File: config.mk
export PLATFORM = sky130hd
export DESIGN_NAME = simplez_mem_arbiter_flat
export DESIGN_NICKNAME = d
export VERILOG_FILES = /design/src/rtl/simplez_pkg.sv /design/src/rtl/simplez_mem_arbiter_if.sv /design/src/rtl/simplez_sat_counter.sv /design/src/rtl/simplez_mem_arbiter.sv /design/src/flat_wrapper.sv
export SDC_FILE = /design/constraint.sdc
export NUM_CORES = 1
export LEC_CHECK = 0
export CAP_MARGIN = 20
export CORE_MARGIN = 2
export CORE_UTILIZATION = 41
export DETAILED_ROUTE_END_ITERATION = 16
export GPL_TIMING_DRIVEN = 0
export PLACE_DENSITY = 0.89
export SYNTH_ARGS = -nofsm -noshare
export SYNTH_HDL_FRONTEND = slang
export SYNTH_SLANG_ARGS = --single-unit
File: constraint.sdc
create_clock -name clk -period 2.8 [get_ports clk]
set_input_delay 0.84 -clock clk [delete_from_list [all_inputs] [get_ports clk]]
set_output_delay 0.84 -clock clk [all_outputs]
set_load 0.02 [all_outputs]
File: src/rtl/simplez_pkg.sv
// Shared constants for the Simplez memory arbiter: FSM encoding, port indices
// and default RAM address/data widths.
package simplez_pkg;

  localparam int unsigned AW_DEF = 9;
  localparam int unsigned DW_DEF = 12;

  // Arbiter FSM encoding
  localparam logic [1:0] ST_IDLE = 2'b00;
  localparam logic [1:0] ST_OWN0 = 2'b01;
  localparam logic [1:0] ST_OWN1 = 2'b10;

  // Port indices
  localparam logic PORT_CPU    = 1'b0;
  localparam logic PORT_LOADER = 1'b1;

endpackage

File: src/rtl/simplez_mem_arbiter_if.sv
// Requester and RAM-side signal bundle for the Simplez memory arbiter.
// slave = arbiter view, master = requesters/RAM view.
interface simplez_mem_arbiter_if
  import simplez_pkg::*;
#(
  parameter int unsigned AW = AW_DEF,
  parameter int unsigned DW = DW_DEF
);
  logic          req0, req1;
  logic          we0, we1;
  logic          lock0, lock1;
  logic [AW-1:0] addr0, addr1;
  logic [DW-1:0] wdata0, wdata1;
  logic          gnt0, gnt1;
  logic          rvalid0, rvalid1;
  logic [DW-1:0] rdata0, rdata1;
  logic          mem_en;
  logic          mem_we;
  logic [AW-1:0] mem_addr;
  logic [DW-1:0] mem_wdata;
  logic [DW-1:0] mem_rdata;

  modport slave (
    input  req0, req1, we0, we1, lock0, lock1, addr0, addr1, wdata0, wdata1, mem_rdata,
    output gnt0, gnt1, rvalid0, rvalid1, rdata0, rdata1, mem_en, mem_we, mem_addr, mem_wdata
  );

  modport master (
    output req0, req1, we0, we1, lock0, lock1, addr0, addr1, wdata0, wdata1, mem_rdata,
    input  gnt0, gnt1, rvalid0, rvalid1, rdata0, rdata1, mem_en, mem_we, mem_addr, mem_wdata
  );
endinterface

File: src/rtl/simplez_sat_counter.sv
// Saturating up-counter: increments on i_inc, sticks at all-ones.
module simplez_sat_counter #(
  parameter int unsigned W = 16
) (
  input  logic         clk,
  input  logic         rst,
  input  logic         i_inc,
  output logic [W-1:0] o_cnt
);

  logic [W-1:0] r_cnt;

  // Count grants, holding at the maximum instead of wrapping
  always_ff @(posedge clk) begin
    if (rst) begin
      r_cnt <= '0;
    end else if (i_inc && (r_cnt != '1)) begin
      r_cnt <= r_cnt + W'(1);
    end
  end

  assign o_cnt = r_cnt;

endmodule

File: src/rtl/simplez_mem_arbiter.sv
// Two-port arbiter in front of a single-port synchronous Simplez RAM.
// Port 0 = CPU, port 1 = loader/debug. Grants are combinational, a locked
// grant keeps the RAM owned by that port until its lock drops.
// Define SIMPLEZ_ARB_RR_EN for round-robin contention; otherwise the loader
// always wins contention in IDLE.
module simplez_mem_arbiter
  import simplez_pkg::*;
#(
  parameter int unsigned AW = AW_DEF,
  parameter int unsigned DW = DW_DEF,
  parameter int unsigned CW = 16
) (
  input  logic                  clk,
  input  logic                  rst,
  simplez_mem_arbiter_if.slave  bus,
  output logic [CW-1:0]         cnt0,
  output logic [CW-1:0]         cnt1
);

  logic [1:0]    r_state;
  logic [1:0]    w_state_nxt;
  logic          w_gnt0;
  logic          w_gnt1;
  logic          w_pick1;
  logic [AW-1:0] w_addr;
  logic [DW-1:0] w_wdata;
  logic          r_rvalid0;
  logic          r_rvalid1;
  logic [DW-1:0] r_rdata0;
  logic [DW-1:0] r_rdata1;

`ifdef SIMPLEZ_ARB_RR_EN
  logic r_rr_ptr;

  // Favour the port that was not granted most recently
  always_ff @(posedge clk) begin
    if (rst) begin
      r_rr_ptr <= PORT_CPU;
    end else if (w_gnt0) begin
      r_rr_ptr <= PORT_LOADER;
    end else if (w_gnt1) begin
      r_rr_ptr <= PORT_CPU;
    end
  end

  assign w_pick1 = (r_rr_ptr == PORT_LOADER);
`else
  assign w_pick1 = 1'b1;
`endif

  // Grant decision and next ownership state
  always_comb begin
    w_gnt0      = 1'b0;
    w_gnt1      = 1'b0;
    w_state_nxt = r_state;
    case (r_state)
      ST_OWN0: begin
        w_gnt0 = bus.req0;
        if (!bus.lock0) w_state_nxt = ST_IDLE;
      end
      ST_OWN1: begin
        w_gnt1 = bus.req1;
        if (!bus.lock1) w_state_nxt = ST_IDLE;
      end
      default: begin
        if (bus.req0 && bus.req1) begin
          w_gnt1 = w_pick1;
          w_gnt0 = !w_pick1;
        end else begin
          w_gnt0 = bus.req0;
          w_gnt1 = bus.req1;
        end
        if (w_gnt0 && bus.lock0) begin
          w_state_nxt = ST_OWN0;
        end else if (w_gnt1 && bus.lock1) begin
          w_state_nxt = ST_OWN1;
        end
      end
    endcase
    if (rst) begin
      w_gnt0 = 1'b0;
      w_gnt1 = 1'b0;
    end
  end

  // Ownership state register
  always_ff @(posedge clk) begin
    if (rst) begin
      r_state <= ST_IDLE;
    end else begin
      r_state <= w_state_nxt;
    end
  end

  // RAM-side mux from the granted port, zero when idle
  always_comb begin
    w_addr  = '0;
    w_wdata = '0;
    if (w_gnt0) begin
      w_addr  = bus.addr0;
      w_wdata = bus.wdata0;
    end else if (w_gnt1) begin
      w_addr  = bus.addr1;
      w_wdata = bus.wdata1;
    end
  end

  assign bus.gnt0      = w_gnt0;
  assign bus.gnt1      = w_gnt1;
  assign bus.mem_en    = w_gnt0 | w_gnt1;
  assign bus.mem_we    = (w_gnt0 & bus.we0) | (w_gnt1 & bus.we1);
  assign bus.mem_addr  = w_addr;
  assign bus.mem_wdata = w_wdata;

  // Read-return flags: one cycle after a granted read
  always_ff @(posedge clk) begin
    if (rst) begin
      r_rvalid0 <= 1'b0;
      r_rvalid1 <= 1'b0;
    end else begin
      r_rvalid0 <= w_gnt0 & ~bus.we0;
      r_rvalid1 <= w_gnt1 & ~bus.we1;
    end
  end

  // Hold the last returned word for each port
  always_ff @(posedge clk) begin
    if (rst) begin
      r_rdata0 <= '0;
      r_rdata1 <= '0;
    end else begin
      if (r_rvalid0) r_rdata0 <= bus.mem_rdata;
      if (r_rvalid1) r_rdata1 <= bus.mem_rdata;
    end
  end

  // RAM data passes through in the return cycle; reset masks any in-flight read
  assign bus.rvalid0 = r_rvalid0 & ~rst;
  assign bus.rvalid1 = r_rvalid1 & ~rst;
  assign bus.rdata0  = rst ? '0 : (r_rvalid0 ? bus.mem_rdata : r_rdata0);
  assign bus.rdata1  = rst ? '0 : (r_rvalid1 ? bus.mem_rdata : r_rdata1);

  simplez_sat_counter #(.W(CW)) u_cnt0 (
    .clk   (clk),
    .rst   (rst),
    .i_inc (w_gnt0),
    .o_cnt (cnt0)
  );

  simplez_sat_counter #(.W(CW)) u_cnt1 (
    .clk   (clk),
    .rst   (rst),
    .i_inc (w_gnt1),
    .o_cnt (cnt1)
  );

endmodule

File: src/flat_wrapper.sv
// flat-port wrapper written by rule: the top's interface ports become plain ports
module simplez_mem_arbiter_flat import simplez_pkg::*;
#(
  parameter int unsigned AW = AW_DEF,
  parameter int unsigned DW = DW_DEF,
  parameter int unsigned CW = 16
)
  (clk, rst, cnt0, cnt1, bus_req0, bus_req1, bus_we0, bus_we1, bus_lock0, bus_lock1, bus_addr0, bus_addr1, bus_wdata0, bus_wdata1, bus_mem_rdata, bus_gnt0, bus_gnt1, bus_rvalid0, bus_rvalid1, bus_rdata0, bus_rdata1, bus_mem_en, bus_mem_we, bus_mem_addr, bus_mem_wdata);
  simplez_mem_arbiter_if #(.AW(AW), .DW(DW)) bus_i ();
  input  logic clk;
  input  logic rst;
  output logic [CW-1:0] cnt0;
  output logic [CW-1:0] cnt1;
  input wire logic [$bits(bus_i.req0)-1:0] bus_req0;
  input wire logic [$bits(bus_i.req1)-1:0] bus_req1;
  input wire logic [$bits(bus_i.we0)-1:0] bus_we0;
  input wire logic [$bits(bus_i.we1)-1:0] bus_we1;
  input wire logic [$bits(bus_i.lock0)-1:0] bus_lock0;
  input wire logic [$bits(bus_i.lock1)-1:0] bus_lock1;
  input wire logic [$bits(bus_i.addr0)-1:0] bus_addr0;
  input wire logic [$bits(bus_i.addr1)-1:0] bus_addr1;
  input wire logic [$bits(bus_i.wdata0)-1:0] bus_wdata0;
  input wire logic [$bits(bus_i.wdata1)-1:0] bus_wdata1;
  input wire logic [$bits(bus_i.mem_rdata)-1:0] bus_mem_rdata;
  output wire logic [$bits(bus_i.gnt0)-1:0] bus_gnt0;
  output wire logic [$bits(bus_i.gnt1)-1:0] bus_gnt1;
  output wire logic [$bits(bus_i.rvalid0)-1:0] bus_rvalid0;
  output wire logic [$bits(bus_i.rvalid1)-1:0] bus_rvalid1;
  output wire logic [$bits(bus_i.rdata0)-1:0] bus_rdata0;
  output wire logic [$bits(bus_i.rdata1)-1:0] bus_rdata1;
  output wire logic [$bits(bus_i.mem_en)-1:0] bus_mem_en;
  output wire logic [$bits(bus_i.mem_we)-1:0] bus_mem_we;
  output wire logic [$bits(bus_i.mem_addr)-1:0] bus_mem_addr;
  output wire logic [$bits(bus_i.mem_wdata)-1:0] bus_mem_wdata;
  assign bus_i.req0 = bus_req0;
  assign bus_i.req1 = bus_req1;
  assign bus_i.we0 = bus_we0;
  assign bus_i.we1 = bus_we1;
  assign bus_i.lock0 = bus_lock0;
  assign bus_i.lock1 = bus_lock1;
  assign bus_i.addr0 = bus_addr0;
  assign bus_i.addr1 = bus_addr1;
  assign bus_i.wdata0 = bus_wdata0;
  assign bus_i.wdata1 = bus_wdata1;
  assign bus_i.mem_rdata = bus_mem_rdata;
  assign bus_gnt0 = bus_i.gnt0;
  assign bus_gnt1 = bus_i.gnt1;
  assign bus_rvalid0 = bus_i.rvalid0;
  assign bus_rvalid1 = bus_i.rvalid1;
  assign bus_rdata0 = bus_i.rdata0;
  assign bus_rdata1 = bus_i.rdata1;
  assign bus_mem_en = bus_i.mem_en;
  assign bus_mem_we = bus_i.mem_we;
  assign bus_mem_addr = bus_i.mem_addr;
  assign bus_mem_wdata = bus_i.mem_wdata;
  simplez_mem_arbiter #(.AW(AW), .DW(DW), .CW(CW)) u_core (.clk(clk), .rst(rst), .bus(bus_i), .cnt0(cnt0), .cnt1(cnt1));
endmodule
# [Word level (Yosys, flattened, before mapping)]
# Cells that the tools add are included.
[op_classes] eq_ne=6 n_mux=21 n_reduce_logical=8 addsub=2 n_bitwise=11
[ops] op="$mux 12" count=6
[ops] op="$add 16x1->16 const B" count=2
[ops] op="$ne 16x16->1 const B" count=2
[ops] op="$mux 9" count=2
[ops] op="$mux 2" count=4
[ops] op="$and 1x1->1" count=6
[ops] op="$mux 1" count=6
[ops] op="$logic_and 1x1->1" count=5
[ops] op="$ne 2x2->1 const B" count=2
[ops] op="$pmux 1 s2" count=2
[ops] op="$pmux 2 s2" count=1
[ops] op="$reduce_bool 4->1" count=1
[ops] op="$not 1->1" count=3
[ops] op="$reduce_and 3->1" count=1
[ops] op="$eq 2x1->1 const B" count=1
[ops] op="$eq 2x2->1 const B" count=1
[ops] op="$or 1x1->1" count=2
[ops] op="$reduce_or 2->1" count=1
[totals] out_inout_bits=83 in_bits=62 word_cells=55 ff_bits=60

# [Depth between registers and ports, before layout]
# Gate-level depths: netlist (run 1).
[depth] depth_word=7 depth_mapped=8 depth_no_buf=7

# [Modules after synthesis]
# Synthesis (run 1) repeated with hierarchy kept, for this count alone.
[unflattened] hier_cells=383 hier_area_um2=3370.7
[modules_own_cells] module="simplez_sat_counter" seq_area_each_um2=320.3 n_inst=2 cells_per_inst=99 area_each_um2=848.3
[modules_own_cells] module="simplez_mem_arbiter" seq_area_each_um2=560.5 n_inst=1 cells_per_inst=185 area_each_um2=1674.1

# [Worst setup path after synthesis (run 1)]
# OpenSTA, ideal clock, no wires.
[synth_timing] kind="in2out" start="input bus_req0" end="output bus_mem_wdata[10]" n_path_buf=1 path_stages=6 path_slack_ns=-0.060 required_ns=1.960 arrival_ns=2.020 path_cell_list="nor2b_1 nand3_1 inv_2 clkbuf_1 nand2_1 nand2_1"
[synth_lines] item="start, declared" line_no="flat_wrapper.sv:14" text="input wire logic [$bits(bus_i.req0)-1:0] bus_req0;"
[synth_lines] item="$logic_and 1x1->1" line_no="simplez_mem_arbiter.sv:66" text="if (bus.req0 && bus.req1) begin"
[synth_lines] item="$mux 1" line_no="simplez_mem_arbiter.sv:66"
[synth_lines] item="$mux 1" line_no="simplez_mem_arbiter.sv:56" text="case (r_state)"
[synth_lines] item="$pmux 1 s2 *" line_no="simplez_mem_arbiter.sv:56"
[synth_lines] item="$mux 1 *" line_no="simplez_mem_arbiter.sv:80" text="if (rst) begin"
[synth_lines] item="net bus_gnt0" line_no="flat_wrapper.sv:25" text="output wire logic [$bits(bus_i.gnt0)-1:0] bus_gnt0;"
[synth_lines] item="$mux 12 *" line_no="simplez_mem_arbiter.sv:99" text="if (w_gnt0) begin"
[synth_lines] item="end, declared" line_no="flat_wrapper.sv:34" text="output wire logic [$bits(bus_i.mem_wdata)-1:0] bus_mem_wdata;"
# Mark *: on every way through the listed nets, which the timed path passes. The rest lies on a longest branch. The select of a mux whose other input is x is not followed.

# [Worst setup path in the final report (run 1)]
[layout_timing] start="input rst" end="output bus_rdata0[1]"
[layout_via] elab_chain_cells=1
[layout_lines] item="start, declared" line_no="flat_wrapper.sv:11" text="input logic rst;"
[layout_lines] item="$mux 12"
[layout_lines] item="end, declared" line_no="flat_wrapper.sv:29" text="output wire logic [$bits(bus_i.rdata0)-1:0] bus_rdata0;"
# No other way between the ends.

==> impl_metrics.tcl, run 1 <==
set metrics [dict create \
    powerDensity_nw_per_um2 502 \
    max_freq_mhz 364 \
    seq_area_frac_synth_pct 39.1 \
    grt_start_max_net_pins 12 \
    avgSynthCellArea_um2 8.07 \
    fin_skew_ns 0.00868 \
    drc_errors 0 \
    dpl_worst_slack_ns -1.30 \
    setup_ws_ns 0.0515 \
    cts_buffers 9 \
    drt_iter0_markers 137 \
    start_util_pct 42.4 \
    maxSlewViolCount 0 \
    ys_seq_elements 60 \
    synth_enable_flop_cells 0 \
    track_usage_pct 24.2 \
    core_area_um2 7250 \
    ctsLongestPathBuffers 2 \
    crit_path_end_kind "primary output" \
    power_mw 2.49 \
    path_max_fanout 10 \
    areaGrowthSynthToFinish_pct 61.3 \
    start_kind "input pin" \
    die_x_um 90.6 \
    routed_wl_um 10200 \
    cap_violations 0 \
    wl_per_cell_um 15.8 \
    die_h_um 90.6 \
    dp_hpwl_um 7320 \
    clock_latency_ns 0.33 \
    hold_class "reg -> reg" \
    htreeDepth 3 \
    dieArea_um2 8210 \
    antenna_cells 0 \
    ys_types 43 \
    vias_per_cell 5.34 \
    async_flop_share_pct 0 \
    synth_top_area_share_pct 39.1 \
    drive_gt1_share_pct 19.5 \
    crit_required_ns 1.96 \
    worst_pin_slew_ns 0.922 \
    status "complete, no violations" \
    grt_pass1_wl_um 16300 \
    final_nets 609 \
    grt_setup_unrepaired "yes" \
    cts_tree "built" \
    clock-sinks 60 \
    setup_viol 0 \
    yosys.area.top_type "dfxtp_1" \
    hold_viol 0 \
    critical_path_arrival_ns 1.91 \
    vias 3452 \
    synthTopCellsByCount "nand2_1 (62), dfxtp_1 (60), nor2_1 (41)" \
    synth_fp_nets 447 \
    antenna_found_initial 0 \
    peakVddDrop_mv 0.337 \
    synthCells 381 \
    grt-ovfl-total 0 \
    ys_warn_count 0 \
    synth_ff_type "dfxtp_1" \
    root_buffer "clkbuf_8" \
    slew_headroom_pct 37.9 \
    cts.clk_slew.worst_paths_ns 0.07 \
    ant_nets 0 \
    period_needed_ns 2.75 \
    drt_pass1_iterations 4 \
    path_class "in -> out" \
    yosys-top-cells-area "dfxtp_1 (39%), mux2i_1 (10%), nand2_1 (7.6%)" \
    gp_congestion 0.943 \
    leakagePower_nw 2.00 \
    rows 31 \
    yosysMostFrequentCell "nand2_1" \
    synthesis.area_um2 3070 \
    port_buffers 144 \
    pin_count 145 \
    first_global_vias 3322 \
    fin_crit_sh_pct 98.2 \
]
-- worst paths after layout --
kind                                                            from                                    to  slack [ns]  cells past startpoint
worst max-delay path                                             rst                         bus_rdata0[1]        0.05                      5
worst min-delay path            u_core.u_cnt0.o_cnt[15]$_SDFFE_PP0P_  u_core.u_cnt0.o_cnt[15]$_SDFFE_PP0P_        0.49                      1
worst max register to register        u_core.r_state[0]$_SDFFE_PP0P_  u_core.u_cnt1.o_cnt[15]$_SDFFE_PP0P_        0.50                      8
worst min register to register  u_core.u_cnt0.o_cnt[15]$_SDFFE_PP0P_  u_core.u_cnt0.o_cnt[15]$_SDFFE_PP0P_        0.49                      1
-- metrics by stage --
stage | TNS [ns] | hold slack (ns) | cell area [um^2] | instances | utilization (%)
after detailed placement | -55.87 | 0.475 | 4640 | 624 | 64.0
after global routing | -0.00102 | 0.528 | 4960 | 647 | 68.4
after global placement | -55.36 | 0.472 | 4640 | 624 | 64.0
final | 0 | 0.486 | 4960 | 647 | 68.4
after floorplan | 0 | 0.541 | 3080 | 381 | -
after CTS | 0 | 0.492 | 4950 | 645 | 68.3
-- sequential cells by signal, summed over array words and instances (netlist names) --
register / count
u_core.r_rdata0: 12
u_core.r_rdata1: 12
u_core.r_rvalid0: 1
u_core.r_rvalid1: 1
u_core.r_state: 2
u_core.u_cnt0.o_cnt: 16
u_core.u_cnt1.o_cnt: 16
-- worst max-delay path, stage by stage --
cell           delay [ns]
buf_2                0.17
clkbuf_4             0.21
buf_4                0.19
nor2_1               0.14
dlygate4sd2_1        0.35
-- timing repair --
action | in CTS | in global routing
endpoints found under the setup margin | 51 | 46
hold buffers | 0 | 0
pin swaps | 2 | 2
gates resized for setup | 189 | 58
setup buffers | 5 | 2
-- cell type report --
type	count	area (um^2)
buffer	20	173
clock buffer	9	124
clock inverter	7	115
fill	602	2290
inverter	11	51.3
multi-input combinational	290	1810
sequential	60	1200
tap	99	124
timing repair buffer	151	1360
-- power by group --
part / leakage [nW] / switching [mW] / internal (mW)
sequential: 0.486 / 0.0239 / 0.885
combinational: 1.40 / 0.329 / 0.310
clock: 0.115 / 0.354 / 0.588
-- logic make-up (layout without fill, tap and decap cells) --
group | after synthesis | count (layout) | share of synthesized area [%]
AOI/OAI and AO/OA | 36 | 36 | 8.06
adders and majority gates | 4 | 4 | 1.63
buffers and inverters | 31 | 198 | 3.87
DFF | 60 | 60 | 39.1
muxes | 41 | 41 | 13.8
and+or+nand+nor | 209 | 209 | 33.6
-- metal layers --
| layer | up-vias | GRT usage, % | routed length (um) |
|---|---|---|---|
| li1 | 1690 | - | - |
| met1 | 1608 | 27.9 | 4090 |
| met2 | 140 | 43.2 | 5210 |
| met3 | 14 | 7.68 | 783 |
| met4 | 0 | 6.28 | 121 |
| met5 | - | 0 | 0 |
-- placed cells by master, fill, tap and decap left out, types with 9 or more instances in the layout --
| cell | n |
|---|---|
| dfxtp_1 | 58 |
| nor2b_1 | 11 |
| buf_2 | 12 |
| clkdlybuf4s50_1 | 90 |
| nand3_1 | 30 |
| clkbuf_8 | 9 |
| nor4_1 | 12 |
| mux2i_1 | 31 |
| nand4_1 | 15 |
| a21oi_1 | 11 |
| buf_4 | 23 |
| nand2_1 | 60 |
| clkbuf_2 | 13 |
| mux2_2 | 10 |
| nor2_1 | 41 |
Note: power is estimated with default switching activity, not from simulation.
==> run 2, diff against run 1 <==
CELL_PAD_IN_SITES_DETAIL_PLACEMENT = 1   (was unset)
CELL_PAD_IN_SITES_GLOBAL_PLACEMENT = 1   (was unset)
CORE_UTILIZATION = 29   (was 41)
PLACE_DENSITY = 0.78   (was 0.89)
==> run 2 against run 1 <==
Against the previous run:
- the flow now finishes with violations (negative setup slack)
- hold slack better by 0.0098 ns
- clock skew is 0.0040 ns higher
- non-clock buffer count is 6 higher
- combinational power is 15% higher
- final cell count is 6.8% higher
- maximum frequency is 3.5% lower
- sequential cell count stayed put
- wire length is 17% higher
- global-route usage is 3.9 points lower
- setup slack worse by 0.099 ns
- design area is 4.1% higher
- via count is 1.6% higher
- largest cell class unchanged
- largest power group is now sequential cells
==> impl_metrics.tcl, run 2 (synthesized netlist as in run 1, its figures left out) <==
set metrics [dict create \
    setup_ws_ns -0.0477 \
    drc_errors 0 \
    period_needed_ns 2.85 \
    track_usage_pct 20.3 \
    hold_end "u_core.u_cnt0.o_cnt[14]$_SDFFE_PP0P_" \
    drt_iter0_markers 158 \
    r2r_cells 7 \
    fin_crit_sh_pct 102 \
    grt_start_max_net_pins 13 \
    hold_class "reg -> reg" \
    root_buffer "clkbuf_8" \
    antenna_found_initial 0 \
    grt_setup_unrepaired "yes" \
    cap_violations 0 \
    max_freq_mhz 351 \
    cts_buffers 9 \
    worst_pin_slew_ns 0.958 \
    clock-sinks 60 \
    crit_path_end_kind "primary output" \
    path_max_fanout 7 \
    vias 3507 \
    start_kind "flop" \
    crit_required_ns 1.96 \
    antenna_cells 0 \
    cts_tree "built" \
    crit_slowest_cell "dfxtp_2" \
    maxSlewViolCount 0 \
    fin_skew_ns 0.0127 \
    peakVddDrop_mv 0.388 \
    status "complete, but fails checks" \
    reg2reg_from "u_core.r_state[0]$_SDFFE_PP0P_" \
    rr_endpoint "u_core.u_cnt0.o_cnt[9]$_SDFFE_PP0P_" \
    slew_headroom_pct 35.5 \
    start_util_pct 29.8 \
    slowest_delay_ns 0.34 \
    crit_buf_inv 4 \
    path_class "reg -> out" \
    final_cells 691 \
    final_cell_mix "clkdlybuf4s50_1 (90), dfxtp_1 (58), nand2_1 (52)" \
    dp_cells 661 \
    path_common_cell "buf_6" \
    port_buffers 144 \
    grt_pass1_wl_um 18500 \
    worstPathCellList "inv_2, ha_4, or2_4, nand3_4, buf_6, clkbuf_16, nand3_2, nand2_2, buf_6" \
    pin_count 145 \
    min_path_cells 2 \
    final_common_cell "clkdlybuf4s50_1" \
    power_mw 2.46 \
    rows 37 \
    dieArea_um2 11400 \
    setup_viol 3 \
    violations "negative setup slack" \
    clock_latency_ns 0.35 \
    worst-path-stages 9 \
    gp_congestion 0.847 \
    areaGrowthSynthToFinish_pct 67.9 \
    dpl_worst_slack_ns -1.39 \
    drt_pass1_iterations 4 \
    die_h_um 107 \
    reg2reg_setup_slack_ns 0.63 \
    leakagePower_nw 2.05 \
    hp-start "u_core.u_cnt0.o_cnt[14]$_SDFFE_PP0P_" \
    core_area_um2 10300 \
    powerDensity_nw_per_um2 476 \
    cp_top_family "simple AND/OR/NAND/NOR gates" \
    routed_wl_um 11900 \
    finalSetupTns_ns -0.0708 \
    grt-ovfl-total 0 \
    vias_per_cell 5.08 \
    final_nets 616 \
    first_global_vias 3722 \
    dp_hpwl_um 8580 \
    cts.clk_slew.worst_paths_ns 0.08 \
    wl_per_cell_um 17.3 \
    drive_gt1_share_pct 23.4 \
    hold_viol 0 \
    critical_path_arrival_ns 2.01 \
    ctsLongestPathBuffers 2 \
    htreeDepth 3 \
    ant_nets 0 \
    die_x_um 107 \
]
## run 2: cell types whose count changed in the layout (fill, tap and decap cells not counted), sizes merged, moves of 2 or more
cell,before,now
bufinv,3,1
clkbuf,30,39
clkdlybuf4s15,13,8
dlygate4sd2,4,7
## run 2: where the power goes
| group | switching [mW] | total [mW] | leakage, nW | internal, mW |
|---|---|---|---|---|
| Combinational | 0.372 | 0.732 | 1.46 | 0.360 |
| Clock | 0.403 | 0.818 | 0.0958 | 0.415 |
| Sequential | 0.0231 | 0.908 | 0.486 | 0.885 |
## run 2: worst max-delay path by stage
| stage | end | slack (ns) | from |
|---|---|---|---|
| final | bus_mem_addr[2] | -0.05 | u_core.r_state[0]$_SDFFE_PP0P_ |
| after global routing | bus_mem_addr[2] | -0.13 | u_core.r_state[0]$_SDFFE_PP0P_ |
| after CTS | bus_mem_addr[3] | -0.03 | u_core.r_state[0]$_SDFFE_PP0P_ |
| after detailed placement | bus_mem_addr[2] | -1.39 | bus_req1 |
| after global placement | bus_mem_addr[2] | -1.36 | bus_req1 |
| after floorplan | bus_mem_addr[0] | 0.1 | bus_req0 |
## run 2: timing repair
item	CTS	global route
gates cloned	3	0
gates resized for setup	221	52
setup buffers	6	5
pin swaps	14	11
endpoints found under the hold margin	0	0
endpoints found under the setup margin	51	51
hold buffers	0	0
## run 2: through the flow
step	instance area, um^2	hold WS, ns	util, %
2_1_floorplan	3080	0.541	-
6_report	5160	0.496	50.0
3_3_place_gp	4690	0.471	45.4
4_1_cts	5100	0.500	49.4
5_1_grt	5160	0.534	50.0
3_5_place_dp	4690	0.484	45.4
## run 2: cell type report
type	count	area (um^2)
Fill cell	1269	5160
Multi-Input combinational cell	291	1910
Timing Repair Buffer	157	1440
Sequential cell	60	1200
Buffer	20	189
Tap cell	136	170
Clock buffer	9	124
Clock inverter	7	76.3
Inverter	11	51.3
## run 2: routing by layer
| metal | vias to the layer above | track usage, % | wire (um) |
|---|---|---|---|
| met2 | 102 | 36.3 | 6240 |
| met1 | 1680 | 23.1 | 4680 |
| met3 | 19 | 7.96 | 858 |
| met5 | - | 0 | 0 |
| li1 | 1706 | - | - |
| met4 | 0 | 3.71 | 158 |
## run 2: worst register-to-register path: cells and delay by family, from the launching register on
kind / cells / cell delay, ns
DFF: 1 / 0.34
and+or+nand+nor: 2 / 0.29
muxes: 1 / 0.40
AOI/OAI and AO/OA: 1 / 0.55
adders and majority gates: 1 / 0.31
buffers and inverters: 2 / 0.17
==> run 3, diff against run 2 <==
CAP_MARGIN = 15   (was 20)
CORE_MARGIN = unset   (was 2)
==> run 3 against run 2 <==
Against the previous run:
- the flow now finishes without violations
- combinational power fell by 16%
- design area fell by 5.8%
- clock skew rose by 0.0012 ns
- largest power group unchanged
==> impl_metrics.tcl, run 3 (synthesized netlist as in run 1, its figures left out) <==
set metrics [dict create \
    antenna_found_initial 0 \
    hold_class "reg -> reg" \
    crit_slowest_cell "clkdlybuf4s15_2" \
    grt_pass1_wl_um 17500 \
    final_cells 682 \
    start_util_pct 29.8 \
    drc_errors 0 \
    dp_hpwl_um 8340 \
    cp-startpoint "bus_req0" \
    worst_pin_slew_ns 0.876 \
    cts_tree "built" \
    routed_wl_um 10900 \
    critical_path_arrival_ns 1.93 \
    pin_count 145 \
    vias_per_cell 5.02 \
    wl_per_cell_um 15.9 \
    rows 37 \
    drt_pass1_iterations 4 \
    peakVddDrop_mv 0.304 \
    die_h_um 105 \
    design_area_um2 4860 \
    cts_buffers 9 \
    fin_crit_sh_pct 98.9 \
    path_common_cell "nand2_1" \
    status "complete, no violations" \
    dieArea_um2 11000 \
    vias 3422 \
    rr_endpoint "u_core.u_cnt1.o_cnt[15]$_SDFFE_PP0P_" \
    gp_congestion 0.813 \
    clock-sinks 60 \
    start_kind "input pin" \
    cap_violations 0 \
    ant_nets 0 \
    hold_viol 0 \
    fin_util_pct 47.1 \
    drt_iter0_markers 123 \
    die_x_um 105 \
    path_class "in -> out" \
    grt-ovfl-total 0 \
    track_usage_pct 19.8 \
    maxSlewViolCount 0 \
    path_max_fanout 10 \
    dp_cells 661 \
    grt_start_max_net_pins 20 \
    port_buffers 144 \
    fin_skew_ns 0.0139 \
    slew_headroom_pct 41.0 \
    crit_path_end_kind "primary output" \
    r2r_cells 7 \
    first_global_vias 3542 \
    reg2reg_from "u_core.r_state[0]$_SDFFE_PP0P_" \
    powerDensity_nw_per_um2 458 \
    grt_setup_unrepaired "yes" \
    areaGrowthSynthToFinish_pct 58.1 \
    htreeDepth 3 \
    finalSetupTns_ns 0 \
    final_common_cell "clkdlybuf4s50_1" \
    clock_latency_ns 0.34 \
    period_needed_ns 2.77 \
    max_freq_mhz 361 \
    drive_gt1_share_pct 19.6 \
    dpl-instance-area_um2 4690 \
    worstPathCellList "clkdlybuf4s15_2, nor2b_4, nand3_4, inv_6, buf_8, nand2_1, nand2_1, buf_2" \
    reg2reg_setup_slack_ns 0.59 \
    ctsLongestPathBuffers 2 \
    cp-endpoint "bus_mem_addr[2]" \
    core_area_um2 10300 \
    cts.clk_slew.worst_paths_ns 0.07 \
    crit_required_ns 1.96 \
    final_nets 607 \
    final_cell_mix "clkdlybuf4s50_1 (90), nand2_1 (60), dfxtp_1 (58)" \
    leakagePower_nw 1.97 \
    setup_viol 0 \
    slowest_delay_ns 0.22 \
    ctsHoldBuffers 0 \
    root_buffer "clkbuf_8" \
    antenna_cells 0 \
]
==> run 3: worst max-delay path, delay by kind of cell <==
family                 cells  cell delay (ns)
buffers and inverters      4             0.63
AND/OR/NAND/NOR            4             0.45
==> run 3: cell type report <==
type | instances | area [um^2]
tap | 136 | 170
multi-input combinational | 290 | 1810
buffer | 19 | 164
fill | 1252 | 5460
sequential | 60 | 1200
clock inverter | 6 | 48.8
clock buffer | 10 | 128
timing repair buffer | 150 | 1280
inverter | 11 | 53.8
==> run 3: how the worst min path moves through the flow <==
stage / startpoint / endpoint / slack, ns / cells after the start
final: u_core.u_cnt0.o_cnt[15]$_SDFFE_PP0P_ / u_core.u_cnt0.o_cnt[15]$_SDFFE_PP0P_ / 0.50 / 1
after global routing: u_core.r_rdata1[4]$_DFF_P_ / u_core.r_rdata1[4]$_DFF_P_ / 0.53 / 2
after CTS: u_core.u_cnt0.o_cnt[10]$_SDFFE_PP0P_ / u_core.u_cnt0.o_cnt[10]$_SDFFE_PP0P_ / 0.50 / 2
after detailed placement: u_core.u_cnt0.o_cnt[10]$_SDFFE_PP0P_ / u_core.u_cnt0.o_cnt[10]$_SDFFE_PP0P_ / 0.49 / 1
after global placement: u_core.u_cnt0.o_cnt[15]$_SDFFE_PP0P_ / u_core.u_cnt0.o_cnt[15]$_SDFFE_PP0P_ / 0.47 / 1
after floorplan: u_core.u_cnt0.o_cnt[15]$_SDFFE_PP0P_ / u_core.u_cnt0.o_cnt[15]$_SDFFE_PP0P_ / 0.54 / 1
==> run 3: metrics by stage <==
step	hold slack, ns	total power [mW]	worst slack, ns
after floorplan	0.541	1.22	0.0990
after global placement	0.469	1.50	-1.36
after detailed placement	0.493	1.52	-1.38
after CTS	0.505	2.25	0.00212
after global routing	0.527	2.35	-0.0157
final	0.498	2.23	0.0306
==> run 3: repair_timing <==
action | in CTS | in global routing
pin swaps | 3 | 1
endpoints found under the setup margin | 51 | 42
hold endpoints to repair | 0 | 0
setup buffers | 4 | 2
gates resized for setup | 178 | 53
==> run 3: layer usage <==
layer | GRT usage, % | share of wire (%) | vias to the layer above
met5 | 0 | 0 | -
li1 | - | - | 1688
met4 | 5.43 | 0.87 | 0
met2 | 35.4 | 51 | 81
met1 | 22.5 | 42 | 1641
met3 | 6.24 | 6.1 | 12
==> run 3: power breakdown <==
part,switching [mW],internal (mW)
logic,0.326,0.291
clock network,0.375,0.327
registers,0.0243,0.885
total,0.725,1.50
